===== config.mk =====
export PLATFORM = sky130hd
export DESIGN_NAME = keypad_scanner
export DESIGN_NICKNAME = d
export VERILOG_FILES = /design/src/rtl/keypad_scanner.sv
export SDC_FILE = /design/constraint.sdc
export NUM_CORES = 1
export LEC_CHECK = 0
export BUFFER_PORTS_ARGS = -buffer_cell sky130_fd_sc_hd__buf_2
export CORE_MARGIN = 2
export CORE_UTILIZATION = 63
export DETAILED_ROUTE_END_ITERATION = 16
export PLACE_DENSITY = 0.83
export SLEW_MARGIN = 5
export SYNTH_ARGS = -nofsm -noshare
export SYNTH_HDL_FRONTEND = slang
export SYNTH_SLANG_ARGS = --single-unit

===== constraint.sdc =====
create_clock -name hwclk -period 4.32 [get_ports hwclk]
set_input_delay 0.432 -clock hwclk [delete_from_list [all_inputs] [get_ports hwclk]]
set_output_delay 0.432 -clock hwclk [all_outputs]
set_load 0.01 [all_outputs]

===== src/rtl/keypad_scanner.sv =====
// Row-strobed matrix keypad scanner with synchronized column sense, press/release
// debounce, optional auto-repeat and multi-key detection.
module keypad_scanner #(
  parameter int ROWS            = 3,
  parameter int COLS            = 3,
  parameter int SCAN_DIV        = 16,
  parameter int DEBOUNCE_CYCLES = 120000,
  parameter int REPEAT_CYCLES   = 0,
  localparam int CODE_W = (ROWS * COLS > 1) ? $clog2(ROWS * COLS) : 1
) (
  input  logic              hwclk,
  input  logic              rst,
  output logic [ROWS-1:0]   row_n,
  input  logic [COLS-1:0]   col_n,
  output logic [CODE_W-1:0] key_code,
  output logic              key_valid,
  output logic              key_release,
  output logic              key_held,
  output logic              multi_err
);

  localparam int RW       = (ROWS > 1) ? $clog2(ROWS) : 1;
  localparam int CW       = (COLS > 1) ? $clog2(COLS) : 1;
  localparam int DIV_W    = $clog2(SCAN_DIV);
  localparam int DEB_W    = $clog2(DEBOUNCE_CYCLES);
  localparam int REP_W    = (REPEAT_CYCLES > 1) ? $clog2(REPEAT_CYCLES) : 1;
  localparam int REP_LAST = (REPEAT_CYCLES > 0) ? REPEAT_CYCLES - 1 : 0;

  typedef enum logic [1:0] {
    SCAN,
    DEB_PRESS,
    HELD,
    DEB_RELEASE
  } state_t;

  state_t            state, state_d;
  logic [RW-1:0]     row_idx, row_d, row_next;
  logic [DIV_W-1:0]  div_cnt, div_d;
  logic [DEB_W-1:0]  deb_cnt, deb_d;
  logic [REP_W-1:0]  rep_cnt, rep_d;
  logic [CW-1:0]     lcol, lcol_d, first_low;
  logic [CODE_W-1:0] code_d;
  logic              valid_d, release_d, multi_d;
  logic [COLS-1:0]   col_meta, col_s;
  logic [3:0]        low_cnt;
  logic              col_hit;

  // NOTE: sequential state uses non-blocking assignments only; all next-state
  // decisions live in the always_comb below so this block is a plain register bank.
  always_ff @(posedge hwclk) begin
    if (rst) begin
      state       <= SCAN;
      row_idx     <= '0;
      div_cnt     <= '0;
      deb_cnt     <= '0;
      rep_cnt     <= '0;
      lcol        <= '0;
      key_code    <= '0;
      key_valid   <= 1'b0;
      key_release <= 1'b0;
      multi_err   <= 1'b0;
      col_meta    <= '1;
      col_s       <= '1;
    end else begin
      state       <= state_d;
      row_idx     <= row_d;
      div_cnt     <= div_d;
      deb_cnt     <= deb_d;
      rep_cnt     <= rep_d;
      lcol        <= lcol_d;
      key_code    <= code_d;
      key_valid   <= valid_d;
      key_release <= release_d;
      multi_err   <= multi_d;
      col_meta    <= col_n;
      col_s       <= col_meta;
    end
  end

  assign row_n    = ~(ROWS'(1) << row_idx);
  assign key_held = (state == HELD) || (state == DEB_RELEASE);
  assign col_hit  = ~col_s[lcol];
  assign row_next = (row_idx == RW'(ROWS - 1)) ? '0 : row_idx + 1'b1;

  // Lowest-index low column wins; the count only flags simultaneous presses.
  always_comb begin
    first_low = '0;
    low_cnt   = '0;
    for (int i = COLS - 1; i >= 0; i--) begin
      if (!col_s[i]) begin
        first_low = CW'(i);
        low_cnt   = low_cnt + 4'd1;
      end
    end
  end

  always_comb begin
    state_d   = state;
    row_d     = row_idx;
    div_d     = div_cnt;
    deb_d     = deb_cnt;
    rep_d     = rep_cnt;
    lcol_d    = lcol;
    code_d    = key_code;
    valid_d   = 1'b0;
    release_d = 1'b0;
    multi_d   = 1'b0;

    case (state)
      SCAN: begin
        if (div_cnt == DIV_W'(SCAN_DIV - 1)) begin
          if (low_cnt != 4'd0) begin
            state_d = DEB_PRESS;
            lcol_d  = first_low;
            deb_d   = '0;
            multi_d = (low_cnt > 4'd1);
          end else begin
            div_d = '0;
            row_d = row_next;
          end
        end else begin
          div_d = div_cnt + 1'b1;
        end
      end

      DEB_PRESS: begin
        if (col_hit) begin
          if (deb_cnt == DEB_W'(DEBOUNCE_CYCLES - 1)) begin
            state_d = HELD;
            valid_d = 1'b1;
            code_d  = CODE_W'(int'(row_idx) * COLS + int'(lcol));
            rep_d   = '0;
          end else begin
            deb_d = deb_cnt + 1'b1;
          end
        end else begin
          state_d = SCAN;
          row_d   = row_next;
          div_d   = '0;
        end
      end

      HELD: begin
        if (!col_hit) begin
          state_d = DEB_RELEASE;
          deb_d   = '0;
        end else if (REPEAT_CYCLES > 0) begin
          if (rep_cnt == REP_W'(REP_LAST)) begin
            valid_d = 1'b1;
            rep_d   = '0;
          end else begin
            rep_d = rep_cnt + 1'b1;
          end
        end
      end

      DEB_RELEASE: begin
        // A bounce back to low resumes HELD with the repeat phase preserved.
        if (col_hit) begin
          state_d = HELD;
        end else if (deb_cnt == DEB_W'(DEBOUNCE_CYCLES - 1)) begin
          state_d   = SCAN;
          release_d = 1'b1;
          row_d     = row_next;
          div_d     = '0;
        end else begin
          deb_d = deb_cnt + 1'b1;
        end
      end

      default: state_d = SCAN;
    endcase
  end

endmodule

==> results.cfg <==
[outcome]
outcome = finished, final reports clean

[clock_tree]
cts_buffer_depth = 2
clk_pin_slew_ns = 0.10
clk_latency_ns = 0.35
cts_resized = 0
ctsHoldBuffers = 0
htree_levels = 2
cts_tree = done
cts_root_buf = clkbuf_4
cts_made_buffers = 5
post_cts_buffers = 0
clock_sinks = 40

[worst_setup_path]
cp-start-kind = flip-flop
arrival_ns = 2.85
crit_chain = inv_1 > fa_1 > o21ba_2 > a2111oi_1 > a21oi_1 > and3_1 > a31o_2
crit_type = reg -> reg
cp.required_ns = 4.57
critical_path.startpoint = col_s[0]
r2r-start = col_s[0]
worst-path-max-fanout = 6
crit_path_end_kind = flip-flop
max_stage_delay_ns = 0.58
cpMaxStageDelayCell = a2111oi_1

[timing]
max_freq_mhz = 384
slew_headroom_pct = 24.0
period_needed_ns = 2.60
hold_viol_final = 0
rsz0062_at_grt = false
slew_viol_final = 0
worst_pin_slew_ns = 1.13
finalCritPeriodShare_pct = 60.2
skew_ns = 0.0102
setup_viol = 0
tns_ns = 0

[layout]
drive_gt1_share_pct = 14.7
area_growth_pct = 6.91
num-nets-final = 264
diodes = 0

[yosys]
ys_ff_latch = 40
synth_top_cell_area_share_pct = 38.8
synth_common_cells = dfxtp_1 (40), a21oi_1 (20), inv_1 (15)
synth_edf_count = 0
yosysUniqueCellTypes = 47
syn_nets = 251
ys.flop_type = dfxtp_1
yosysWarnings = 0
synth_top_cell_by_area = dfxtp_1
yosys-top-cells-area = dfxtp_1 (39%), ha_1 (7.3%), a21oi_1 (4.9%), or3_1 (3.9%), o21ai_0 (3.4%)
avgSynthCellArea_um2 = 8.93
yosysMostFrequentCell = dfxtp_1
netlist_instances = 231
synth-seq-area-share_pct = 38.8
ys_async_sr_fraction_pct = 0
syn_area_mm2 = 0.00206

[floorplanning]
die_w_um = 61.2
core_mm2 = 0.00308
fp-row-count = 20
die_area_mm2 = 0.00375
initial_core_util_pct = 67.0
fp.dieH_um = 61.2
io_pins = 16

[grt]
grt_pass1_vias = 1485
grt_max_degree = 23
antenna_found_initial = 0
grt_pass1_wl_um = 6300
grt_use_total_pct = 22.7
grt-ovfl-total = 0

[pwr]
p_leak_nw = 0.839
peakVddDrop_uv = 156
p_total_uw = 600
p_per_area_mw_per_mm2 = 272

[routing]
vias_per_cell = 5.77
wire_per_inst_um = 12.9
drt-initial-drc-count = 77
drt-total-wl_um = 3730
detail_route.first_pass.iterations = 4
dr_total_vias = 1668
drc = 0
postRouteAntennaNets = 0

[placed_design]
dpl.hpwl_um = 2670
numPortBuffers = 15
gp_congestion = 0.809

[min_path]
min_path_type = in -> reg
worstHoldStart = col_n[0]

[job]
cap_viol_max_count = 0
cell families (layout without fill, tap and decap cells):
logic type,count (synthesis),after routing,share of synthesized area (%)
buf+inv,24,38,4.97
xor+xnor,2,2,0.849
flops,40,40,38.8
simple gates,85,85,23.0
compound gates,59,59,19.1
fa+ha+maj,15,15,10.2
mux,6,6,3.09
final timing paths:
check,to,slack [ns],depth (start not counted)
worst max-delay path,div_cnt[2],1.72,7
worst min-delay path,col_meta[0],0.26,2
worst max register to register,div_cnt[2],1.72,7
worst min register to register,col_s[0],0.42,1
registers in the layout, summed over array words and instances, names as in the netlist, 2 cells and up, named ones only:
name and cells:
col_meta 3, col_s 3, deb_cnt 17, div_cnt 4
key_code 4, lcol 2, row_idx 2
layer usage:
layer | routed length (µm) | global-route usage (%) | up-vias
li1 | - | - | 860
met1 | 1880 | 31.2 | 745
met2 | 1590 | 33.9 | 51
met3 | 190 | 5.04 | 12
met4 | 78 | 11.2 | 0
met5 | 0 | 0 | -
stage by stage:
step                      setup WS [ns]  hold slack (ns)  instances  cell area (µm²)  utilization (%)
final                              1.72            0.261        289             2210             71.7
after global routing               1.51            0.262        289             2210             71.7
after CTS                          1.71            0.261        289             2210             71.7
after detailed placement           1.71            0.397        281             2150             69.8
after global placement             1.80            0.391        281             2150             69.8
after floorplan                    2.08            0.389        231             2060                -
report_power, final:
| group | internal [mW] | leakage, nW | switching [mW] |
|---|---|---|---|
| Clock | 0.0804 | 0.0326 | 0.117 |
| Combinational | 0.0109 | 0.482 | 0.0138 |
| Sequential | 0.374 | 0.324 | 0.00414 |
| Total | 0.465 | 0.839 | 0.135 |
cells in the final DEF (no fill, tap or decap), drive strengths merged, types with 3 or more instances in the layout:
cell type,n
buf,15
o211ai,3
nand2,13
or2,6
or4,3
nor2,14
dfxtp,40
or3,13
nand3,12
fa,3
nor3,4
a21oi,21
mux2i,6
and2,3
nand4,4
ha,12
o21ai,16
o31ai,5
clkbuf,8
inv,15
and3,6
worst max-delay path, delay by kind of cell, from the launching register on:
family	cells	cell delay [ns]
and+or+nand+nor	1	0.23
adders and majority gates	1	0.55
buffers and inverters	1	0.11
AOI/OAI and AO/OA	4	1.18
DFF	1	0.44
area by class of cell:
type                            instances  area, µm²
Tap cell                               44       55.1
Fill cell                             263        872
Clock buffer                            8       58.8
Timing Repair Buffer                   15       75.1
Multi-Input combinational cell        167       1160
Sequential cell                        40        801
Inverter                               15       56.3
No activity file was read; power rests on OpenSTA's default activity.
